--- config.mk ---
export PLATFORM = sky130hd
export DESIGN_NAME = cla_adder_pipe
export DESIGN_NICKNAME = d
export VERILOG_FILES = /design/src/rtl/cla_adder_pipe.sv
export SDC_FILE = /design/constraint.sdc
export NUM_CORES = 1
export LEC_CHECK = 0
export BUFFER_PORTS_ARGS = -buffer_cell sky130_fd_sc_hd__buf_2
export CAP_MARGIN = 20
export CORE_ASPECT_RATIO = 0.6
export CORE_MARGIN = 1
export CORE_UTILIZATION = 55
export DETAILED_ROUTE_END_ITERATION = 12
export PLACE_DENSITY = 0.81
export SLEW_MARGIN = 20
export SYNTH_ARGS = -nofsm -noshare
export SYNTH_HDL_FRONTEND = slang
export SYNTH_SLANG_ARGS = --single-unit
--- constraint.sdc ---
create_clock -name clk -period 2.98 [get_ports clk]
set_input_delay 0.596 -clock clk [delete_from_list [all_inputs] [get_ports clk]]
set_output_delay 0.596 -clock clk [all_outputs]
set_load 0.01 [all_outputs]
--- src/rtl/cla_adder_pipe.sv ---
// Pipelined carry-lookahead adder/subtractor: 4-bit lookahead groups under a second-level
// group lookahead, followed by PIPE valid/ready register stages that collapse bubbles.
module cla_adder_pipe #(
  parameter int unsigned WIDTH = 16,
  parameter int unsigned PIPE  = 2
) (
  input  logic             clk,
  input  logic             rst_n,
  input  logic             in_valid,
  output logic             in_ready,
  input  logic [WIDTH-1:0] a,
  input  logic [WIDTH-1:0] b,
  input  logic             cin,
  input  logic             sub,
  output logic             out_valid,
  input  logic             out_ready,
  output logic [WIDTH-1:0] sum,
  output logic             cout,
  output logic             ovf,
  output logic             zero
);

  localparam int unsigned NG = WIDTH / 4;
  // Stage payload layout: {cout, ovf, zero, sum}.
  localparam int unsigned RW = WIDTH + 3;

  logic [WIDTH-1:0] b_eff, g, p, c, s;
  logic             c0;
  logic [NG-1:0]    grp_g, grp_p;
  logic [NG:0]      grp_c;
  logic [RW-1:0]    res;

  always_comb begin
    b_eff = sub ? ~b : b;
    c0    = sub ? 1'b1 : cin;
    g     = a & b_eff;
    p     = a ^ b_eff;
  end

  always_comb begin : group_gp
    grp_g = '0;
    grp_p = '0;
    for (int k = 0; k < int'(NG); k++) begin
      grp_g[k] = g[4*k+3]
               | (p[4*k+3] & g[4*k+2])
               | (p[4*k+3] & p[4*k+2] & g[4*k+1])
               | (p[4*k+3] & p[4*k+2] & p[4*k+1] & g[4*k]);
      grp_p[k] = &p[4*k +: 4];
    end
  end

  // Each group carry is a flat sum of products over lower groups, never a ripple.
  always_comb begin : group_carry
    logic acc;
    logic term;
    grp_c    = '0;
    grp_c[0] = c0;
    for (int k = 0; k < int'(NG); k++) begin
      acc = c0;
      for (int j = 0; j <= k; j++) acc = acc & grp_p[j];
      for (int j = 0; j <= k; j++) begin
        term = grp_g[j];
        for (int m = j + 1; m <= k; m++) term = term & grp_p[m];
        acc = acc | term;
      end
      grp_c[k+1] = acc;
    end
  end

  always_comb begin : bit_carry
    logic cg;
    c = '0;
    for (int k = 0; k < int'(NG); k++) begin
      cg       = grp_c[k];
      c[4*k]   = cg;
      c[4*k+1] = g[4*k] | (p[4*k] & cg);
      c[4*k+2] = g[4*k+1] | (p[4*k+1] & g[4*k]) | (p[4*k+1] & p[4*k] & cg);
      c[4*k+3] = g[4*k+2] | (p[4*k+2] & g[4*k+1]) | (p[4*k+2] & p[4*k+1] & g[4*k])
               | (p[4*k+2] & p[4*k+1] & p[4*k] & cg);
    end
  end

  always_comb begin
    s   = p ^ c;
    res = {grp_c[NG], c[WIDTH-1] ^ grp_c[NG], ~|s, s};
  end

  // A stage may load when empty or when its occupant leaves this same cycle.
  logic [PIPE-1:0] v_vec;
  logic [PIPE-1:0] ld;
  logic [RW-1:0]   d_vec [PIPE];

  always_comb begin
    ld           = '0;
    ld[PIPE-1]   = !v_vec[PIPE-1] || out_ready;
    for (int i = int'(PIPE) - 2; i >= 0; i--) ld[i] = !v_vec[i] || ld[i+1];
  end

  for (genvar i = 0; i < int'(PIPE); i++) begin : g_stage
    logic          v_q;
    logic [RW-1:0] data_q;
    logic          v_in;
    logic [RW-1:0] d_in;

    if (i == 0) begin : g_first
      assign v_in = in_valid;
      assign d_in = res;
    end else begin : g_next
      assign v_in = v_vec[i-1];
      assign d_in = d_vec[i-1];
    end

    always_ff @(posedge clk or negedge rst_n) begin
      if (!rst_n) begin
        v_q    <= 1'b0;
        data_q <= '0;
      end else if (ld[i]) begin
        v_q    <= v_in;
        data_q <= d_in;
      end
    end

    assign v_vec[i] = v_q;
    assign d_vec[i] = data_q;
  end

  assign in_ready               = ld[0];
  assign out_valid              = v_vec[PIPE-1];
  assign {cout, ovf, zero, sum} = d_vec[PIPE-1];

endmodule
# ---- Word level (Yosys, flattened, before mapping)
# Index checks and enable logic that the tools add are counted.
dict set report op_classes {
  mux 2
  n_bitwise 117
  reduce_logical 10
}
# cell n
set ops {}
lappend ops {{$and 1x1->1} 66}
lappend ops {{$or 1x1->1} 46}
lappend ops {{$xor 16x16->16} 2}
lappend ops {{$and 16x16->16} 1}
lappend ops {{$mux 16} 1}
lappend ops {{$not 16->16} 1}
lappend ops {{$reduce_and 4->1} 4}
lappend ops {{$reduce_or 16->1} 1}
lappend ops {{$logic_not 1->1} 3}
lappend ops {{$logic_or 1x1->1} 2}
lappend ops {{$mux 1} 1}
lappend ops {{$xor 1x1->1} 1}
dict set report word_totals {
  reg_bits 40
  input_bits 38
  output_inout_bits 21
  word_cells 133
}

# ---- Depth between registers and ports, before layout
# Gate-level depths: netlist of run 1.
dict set report logic_depth {
  word_depth 17
  ltp_mapped 17
  ltp_nobuf 14
}

# ---- Least setup slack after synthesis of run 1
# Ideal clock, no wire load.
dict set report synth_path {
  path_kind {in2reg}
  start {input sub}
  end {register g_stage[0].data_q[16]}
  setup_time_ns 0.095
  arrival_ns 3.752
  t_required_ns 2.885
  path_slack_ns -0.868
  cell_stages 15
  n_path_buf 3
  path_cell_list {buf_4 -> buf_1 -> xor2_1 -> ha_1 -> buf_2 -> nand3_1 -> a31oi_1 -> a211oi_2 -> fa_1 -> xor2_1 -> nand4_1 -> or3_1 -> a211oi_1 -> nand3_1 -> o31ai_1}
}
dict set report synth_between {
  elab_chain_len 16
  word_cells_on_any_way 106
  cone_classes {2 x mux; 99 x bitwise; 5 x reduce/logical}
}
# element line
set synth_rtl {}
lappend synth_rtl {{start: declaration} 14} ;# input logic sub,
lappend synth_rtl {{$mux 16} 34} ;# b_eff = sub ? ~b : b;
lappend synth_rtl {{$xor 16x16->16 or $and 16x16->16 (tied branches)} {37, 36}}
lappend synth_rtl {{$and 1x1->1, on equally long branches} {45, 46, 47}}
lappend synth_rtl {{$or 1x1->1 (tied with other cells)} 45} ;# | (p[4*k+3] & g[4*k+2])
lappend synth_rtl {{$or 1x1->1 or $and 1x1->1 (tied branches)} {46, 47}}
lappend synth_rtl {{$or 1x1->1} 47} ;# | (p[4*k+3] & p[4*k+2] & p[4*k+1] & g[4*k]);
lappend synth_rtl {{$and 1x1->1 (2 in series)} 63} ;# for (int m = j + 1; m <= k; m++) term = term & grp_p[m];
lappend synth_rtl {{$or 1x1->1 (3 in series)} 64} ;# acc = acc | term;
lappend synth_rtl {{$and 1x1->1, on equally long branches} {76, 77, 79}}
lappend synth_rtl {{$or 1x1->1, on equally long branches} {76, 77, 79}}
lappend synth_rtl {{$xor 16x16->16 *} 84} ;# s = p ^ c;
lappend synth_rtl {{$reduce_or 16->1 *} 85} ;# res = {grp_c[NG], c[WIDTH-1] ^ grp_c[NG], ~|s, s};
lappend synth_rtl {{$logic_not 1->1 *} 85}
lappend synth_rtl {{end signal: assignment} 119} ;# data_q <= d_in;
lappend synth_rtl {{end: declaration} 101} ;# logic [RW-1:0] data_q;
# Every way passes the cells marked *; elsewhere a longest branch is shown, timed or not.
# A chain may end at the register's enable or synchronous reset.

# ---- Worst setup path after layout of run 1
# Same ends and word-level chain as after synthesis.

==> run metrics, run 1 <==
status=finished, violations left; violated checks=negative setup slack; DPL Wire Length=5050 µm; met1 Usage GRT=0.404; Synth Area in XOR/XNOR=0.0850; synthesized-area fraction occupied by and/or/nand/nor cells=0.218; largest net degree at the start of global routing=41; critical path endpoint category=flip-flop; overflow left after global routing=0; Synth Warn #=0; combined area of the multi-input logic cells=1580 µm²; cell taking the most area after synthesis=sky130_fd_sc_hd__dfrtp_1; reg2reg end=g_stage[0].data_q[16]; Total GRT Usage=0.301; effective utilization at floorplan=0.599; count of max-cap constraint violations=0; Initial DRT Pass Iterations=5; CTS H-tree depth=2; Worst EP required=3.17 ns; clock tree from TritonCTS=done; first-pass GRT wire length=11300 µm; Ports=59; final worst path period share=1.11; f_max=303 MHz; post-route setup slack=-0.324 ns; depth of the most critical reg-to-reg path=7; routed wire length per instance=15.1 µm; post-synthesis to final-layout area growth=33.7%; post-detailed-route DRC marker count=0; dominant register cell in the synthesized netlist=sky130_fd_sc_hd__dfrtp_1; Worst Tran Pin Value=0.851 ns; setup TNS=-0.324 ns; worst setup slack after placement=-0.731 ns; maximum single-stage delay on the critical path=0.55 ns; Detailed Route WL=6750 µm; Total Die Area=4970 µm²; Non-Filler Instances=447; post-route total power=1.96 mW; worst hold margin=0.423 ns; critical path type=input pin to flip-flop; die height=55.0 µm; path type of the worst min-delay path=input pin to async pin; via count of the routed design=2460; count of unique library cells instantiated by Yosys=53; worst path arrival time=3.50 ns; grt peak-use layer=met2; vias in the first global route=2408; Hold Violations, Final=0; number of design-rule violations left by the first detailed-router iteration=122; synthesized netlist cell count=286; total core area=4300 µm²; fraction of the mapped netlist area in compound gates=0.148; combinational share of power=0.444; commonest non-fill, non-tap cell in the layout=sky130_fd_sc_hd__nand2_1; clock root buffer master=sky130_fd_sc_hd__clkbuf_8; cell types occupying the most area after synthesis=sky130_fd_sc_hd__dfrtp_1 39%, sky130_fd_sc_hd__nand2_1 12%, sky130_fd_sc_hd__ha_1 7.8%, sky130_fd_sc_hd__xor2_1 7.5%, sky130_fd_sc_hd__fa_1 3.1%; CTS sink cnt=40; asr flop ratio synth=1.00; clock period minus final worst setup slack=3.30 ns; synthesized cell area=2580 µm²; adder and majority gate portion of the synthesized area=0.109; fin nets=445; switching power=0.704 mW; share of the synthesized area in the top cell type=0.389; Layout Skew=0.00374 ns; Synth Register Bits=40; start of the worst register-to-register path=out_valid; critical path startpoint category=input pin; minimum setup slack among reg-to-reg paths=1.30 ns; row count=18; number of fillers in the final layout=284; met3 Usage GRT=0.0861; total of endpoints with negative setup slack in the final report=1; switching power as a share of total power=0.359; dominant combinational cell family by area after synthesis=simple AND/OR/NAND/NOR gates; final-report max-slew violation count=0; area taken by flip-flops and latches=1000 µm²; synthesized area per cell=9.01 µm²; share of cells above drive strength 1=0.380; number of enable-type register cells in the synthesized netlist=0; static leakage=1.73 nW; clock input transition at the sequential cells of the worst setup and hold paths=0.07 ns; RSZ-0062 raised after global routing=yes; commonest cells after routing, fill and taps aside=80 x sky130_fd_sc_hd__nand2_1, 57 x sky130_fd_sc_hd__buf_2, 44 x sky130_fd_sc_hd__buf_4; cell-by-cell listing of the critical path=buf_6, buf_12, xor2_1, ha_1, nand4_1, o21ai_2, nor2_2, o22ai_2, nor2_2, fa_2, nand4_1, or3_1, a211oi_2, nand3_1, o31ai_1; Seq/Total Area, Yosys=0.389; mux contribution to synthesized area=0.0126; maximum buffer depth of the clock tree=2; relative max-transition margin=0.432; cell with the largest stage delay on the worst path=sky130_fd_sc_hd__fa_2; n_diodes=0; dpl cells=434; clock network power share=0.168; remaining number of nets flagged by the antenna check after routing=0; TritonCTS buffer count=5; proportion of power drawn by flip-flops and latches=0.388; Power per Cell Area=570 nW/µm²; routability-driven placement congestion ratio=0.995; number of vias per cell=5.50; Clk Latency, worst-skew pair=0.28 ns; IR drop worst, VDD=511 µV; width of the die=90.4 µm; count of input and output buffers=58; antenna violations before repair=0; Post-Syn Nets=344; P_int=1.26 mW; routing usage on met2=0.504; biggest fanout along the worst timing path=10
worst max-delay path, delay by kind of cell:
family	cells	cell delay [ns]
buf+inv	2	0.26
xor+xnor	1	0.17
fa+ha+maj	2	0.95
compound gates	4	0.69
simple gates	6	0.84
how the worst max path moves through the flow:
stage / endpoint / depth (start not counted) / startpoint / slack (ns)
global placement: g_stage[0].data_q[16] / 16 / sub / -0.60
finish: g_stage[0].data_q[16] / 15 / sub / -0.32
floorplan: g_stage[0].data_q[16] / 16 / sub / -0.54
detailed placement: g_stage[0].data_q[16] / 16 / sub / -0.73
CTS: g_stage[0].data_q[16] / 15 / sub / -0.24
global route: g_stage[0].data_q[16] / 16 / sub / -0.51
metrics by stage:
step / instance area [µm²] / utilization
floorplan: 2630 / -
global placement: 3230 / 0.751
detailed placement: 3230 / 0.751
CTS: 3440 / 0.799
global route: 3440 / 0.801
finish: 3440 / 0.801
flip-flops by register name, indices dropped and copies added, names as in the netlist:
| register | cells |
|---|---|
| out_valid | 1 |
| g_stage.v_q | 1 |
| g_stage.data_q | 38 |
layout make-up:
cell class	instances	area share
Clock buffer	6	0.0211
Timing Repair Buffer	104	0.191
Inverter	13	0.0142
Sequential cell	40	0.291
Tap cell	60	0.0218
Multi-Input combinational cell	223	0.460
Clock inverter	1	0.00145
kinds of logic after synthesis:
kind of cell               after synthesis
xor gates and xnor gates                25
buffers and inverters                   23
AOI/OAI and AO/OA                       46
adders and majority gates               20
muxes                                    3
DFF                                     40
and+or+nand+nor                        129
Yosys cell counts, types with 4 or more instances:
library cell and number:
sky130_fd_sc_hd__a21oi_2 4, sky130_fd_sc_hd__nand2b_1 4, sky130_fd_sc_hd__nor2_1 21, sky130_fd_sc_hd__fa_1 4
sky130_fd_sc_hd__inv_1 13, sky130_fd_sc_hd__dfrtp_1 40, sky130_fd_sc_hd__ha_1 16, sky130_fd_sc_hd__nand2_1 80
sky130_fd_sc_hd__nand4_1 4, sky130_fd_sc_hd__o21ai_0 5, sky130_fd_sc_hd__clkbuf_1 6, sky130_fd_sc_hd__xor2_1 22
sky130_fd_sc_hd__a21oi_1 8, sky130_fd_sc_hd__nand3_1 4
power by group through the flow:
stage	Combinational [mW]	Clock, mW	Sequential [mW]
6_report	0.871	0.329	0.762
5_1_grt	0.960	0.356	0.781
4_1_cts	0.848	0.334	0.763
3_5_place_dp	0.782	0	0.772
3_3_place_gp	0.762	0	0.767
2_1_floorplan	0.426	0	0.797
repair_timing:
action / in CTS / in global routing
buffers inserted: 6 / 0
pin swaps: 16 / 1
hold buffers: 0 / 0
resized for setup: 15 / 1
endpoints found under the setup margin: 1 / 1
per-layer routing:
layer / vias up / share of wire
met5: - / 0
met4: 0 / 0.011
li1: 1164 / -
met3: 10 / 0.094
met1: 1158 / 0.46
met2: 128 / 0.43
Note: power is estimated with default switching activity, not from simulation.
==> run 2, diff against run 1 <==
--- a/config.mk
+++ b/config.mk
@@ -9,9 +9,9 @@
 export CAP_MARGIN = 20
 export CORE_ASPECT_RATIO = 0.6
 export CORE_MARGIN = 1
-export CORE_UTILIZATION = 55
+export CORE_UTILIZATION = 54
 export DETAILED_ROUTE_END_ITERATION = 12
-export PLACE_DENSITY = 0.81
+export PLACE_DENSITY = 0.8
 export SLEW_MARGIN = 20
 export SYNTH_ARGS = -nofsm -noshare
 export SYNTH_HDL_FRONTEND = slang
==> constraint.sdc (replaced) <==
create_clock -name clk -period 3.75 [get_ports clk]
set_input_delay 0.75 -clock clk [delete_from_list [all_inputs] [get_ports clk]]
set_output_delay 0.75 -clock clk [all_outputs]
set_load 0.01 [all_outputs]
==> run 2 against run 1 <==
  * The flow now finishes without violations
  * Count of clock-buffer cells in the layout unchanged
  * Clock skew is 0.0047 ns higher
  * Sequential share of layout area increased by 2.1 points
  * Combinational power decreased by 33%
  * Hold slack better by 0.044 ns
  * First-iteration DRC count down 9.8%
  * Die area rose by 1.8%
  * Register-to-register slack better by 0.46 ns
  * Sequential cell count unchanged
  * Non-clock buffer count shrank 25
  * Routed wire length decreased by 15%
  * Via count decreased by 8.2%
  * Critical endpoint unchanged
  * Highest routed layer unchanged
==> run metrics, run 2 (same netlist as run 1, synthesis figures left out) <==
status=finished clean (was finished, violations left); register ranked first by flip-flop count=g_stage.data_q (unchanged); Total Die Area=5060 µm² (was 4970 µm²); count of input and output buffers=58 (unchanged); remaining number of nets flagged by the antenna check after routing=0 (unchanged); path type of the worst min-delay path=flip-flop to flip-flop (was input pin to async pin); minimum setup slack among reg-to-reg paths=1.76 ns (was 1.30 ns); Initial DRT Pass Iterations=4 (was 5); depth of the most critical reg-to-reg path=8 (was 7); Power per Cell Area=460 nW/µm² (was 570 nW/µm²); critical path endpoint category=flip-flop (unchanged); reg2reg end=g_stage[0].data_q[16] (unchanged); post-synthesis to final-layout area growth=24.9% (was 33.7%); Layout Skew=0.00844 ns (was 0.00374 ns); f_max=281 MHz; setup TNS=0 ns (was -0.324 ns); final-report max-slew violation count=0 (unchanged); Worst EP required=3.95 ns (was 3.17 ns); worst path arrival time=3.76 ns (was 3.50 ns); CTS H-tree depth=2 (unchanged); endpoint of the worst hold path=g_stage[1].data_q[10]; clock tree from TritonCTS=done (unchanged); width of the die=91.2 µm (was 90.4 µm); routability-driven placement congestion ratio=0.848 (was 0.995); clock root buffer master=sky130_fd_sc_hd__clkbuf_8 (unchanged); critical path startpoint category=input pin (unchanged); Largest delay share family, worst path=compound AO/OA/AOI/OAI gates (was adder cells); share of cells above drive strength 1=0.325 (was 0.380); overflow left after global routing=0 (unchanged); clock period minus final worst setup slack=3.56 ns; vias in the first global route=2078 (was 2408); maximum single-stage delay on the critical path=0.34 ns (was 0.55 ns); maximum buffer depth of the clock tree=2 (unchanged); start of the worst register-to-register path=out_valid (unchanged); relative max-transition margin=0.423 (was 0.432); number of design-rule violations left by the first detailed-router iteration=110 (was 122); Non-Filler Instances=426 (was 447); commonest non-fill, non-tap cell in the layout=sky130_fd_sc_hd__nand2_1 (unchanged); post-detailed-route DRC marker count=0 (unchanged); total core area=4590 µm² (was 4300 µm²); static leakage=1.61 nW (was 1.73 nW); Ports=59 (unchanged); first-pass GRT wire length=9370 µm (was 11300 µm); cell with the largest stage delay on the worst path=sky130_fd_sc_hd__ha_1 (was sky130_fd_sc_hd__fa_2); largest net degree at the start of global routing=41 (unchanged); Detailed Route WL=5710 µm (was 6750 µm); Total GRT Usage=0.235 (was 0.301); n_diodes=0 (unchanged); clock input transition at the sequential cells of the worst setup and hold paths=0.08 ns (was 0.07 ns); Hold Violations, Final=0 (unchanged); dpl cells=417 (was 434); RSZ-0062 raised after global routing=no (was yes); total of endpoints with negative setup slack in the final report=0 (was 1); count of max-cap constraint violations=0 (unchanged); Min-Delay Path Depth=2; routed wire length per instance=13.4 µm (was 15.1 µm); critical path buffer and inverter count=2 (unchanged); Worst Tran Pin Value=0.866 ns (was 0.851 ns); cell-by-cell listing of the critical path=buf_2, buf_12, xor2_1, ha_1, a21oi_2, o21ai_2, a221oi_4, o22ai_2, nor2_1, fa_2, xor2_2, nand4_1, or3_1, a211oi_2, nand3_1, o31ai_1 (was buf_6, buf_12, xor2_1, ha_1, nand4_1, o21ai_2, nor2_2, o22ai_2, nor2_2, fa_2, nand4_1, or3_1, a211oi_2, nand3_1, o31ai_1); die height=55.5 µm (was 55.0 µm); post-route total power=1.48 mW (was 1.96 mW); row count=19 (was 18); antenna violations before repair=0 (unchanged); commonest cells after routing, fill and taps aside=80 x sky130_fd_sc_hd__nand2_1, 58 x sky130_fd_sc_hd__buf_2, 40 x sky130_fd_sc_hd__dfrtp_1 (was 80 x sky130_fd_sc_hd__nand2_1, 57 x sky130_fd_sc_hd__buf_2, 44 x sky130_fd_sc_hd__buf_4); CTS sink cnt=40 (unchanged); critical path type=input pin to flip-flop (unchanged); biggest fanout along the worst timing path=16 (was 10); source of the worst hold timing path=g_stage[1].data_q[10]; effective utilization at floorplan=0.561 (was 0.599); number of fillers in the final layout=403 (was 284); IR drop worst, VDD=384 µV (was 511 µV); number of vias per cell=5.30 (was 5.50); final worst path period share=0.950; Largest register FFs=38 (unchanged); DPL Wire Length=4540 µm (was 5050 µm); via count of the routed design=2258 (was 2460); fin area=3220 µm² (was 3440 µm²); TritonCTS buffer count=5 (unchanged); Clk Latency, worst-skew pair=0.29 ns (was 0.28 ns); area of placed instances=3070 µm² (was 3230 µm²); fin nets=420 (was 445)
==> run 2: cell count changes in the layout (fill, tap and decap cells not counted), sizes merged <==
cell and delta:
buf -25, clkinv +1
==> run 2: where the power goes <==
group          total (mW)  switching, mW  leakage [nW]  internal, mW
Clock               0.290          0.143        0.0510         0.147
Combinational       0.585          0.323          1.08         0.262
Sequential          0.607         0.0598         0.479         0.547
==> run 2: layer usage <==
layer,vias to the layer above,global-route usage,part of all wire
met5,-,0,0
met1,1075,0.345,0.51
li1,1118,-,-
met4,0,0.0454,0.0060
met2,59,0.354,0.43
met3,6,0.0592,0.054
==> run 2: worst max path at each step <==
stage	start	to	depth (start not counted)
2_1_floorplan	sub	g_stage[0].data_q[16]	17
3_5_place_dp	sub	g_stage[0].data_q[16]	16
6_report	sub	g_stage[0].data_q[16]	16
4_1_cts	sub	g_stage[0].data_q[16]	16
3_3_place_gp	sub	g_stage[0].data_q[16]	14
5_1_grt	sub	g_stage[0].data_q[16]	16
==> run 2: metrics by stage <==
step / utilization / hold slack (ns) / setup WS [ns]
2_1_floorplan: - / 0.431 / 0.00663
3_3_place_gp: 0.669 / 0.446 / 0.00520
3_5_place_dp: 0.669 / 0.452 / -0.196
4_1_cts: 0.689 / 0.468 / 0.121
5_1_grt: 0.701 / 0.498 / 0.0528
6_report: 0.701 / 0.467 / 0.186
==> run 2: what timing repair did <==
action,CTS,global route
hold buffers,0,0
gates resized for setup,0,9
setup buffers,0,1
endpoints found under the setup margin,0,1
==> run 2: tightest hold or removal path: cells and delay by family, from the launching register on <==
family	cells	cell delay, ns
flops	1	0.34
simple gates	2	0.10
==> run 2: layout make-up <==
| type | count | area [µm²] | share of cell area |
|---|---|---|---|
| Clock buffer | 6 | 82.6 | 0.0257 |
| Multi-Input combinational cell | 223 | 1540 | 0.477 |
| Tap cell | 63 | 78.8 | 0.0245 |
| Inverter | 13 | 48.8 | 0.0152 |
| Timing Repair Buffer | 79 | 460 | 0.143 |
| Sequential cell | 40 | 1000 | 0.311 |
| Clock inverter | 2 | 10.0 | 0.00311 |
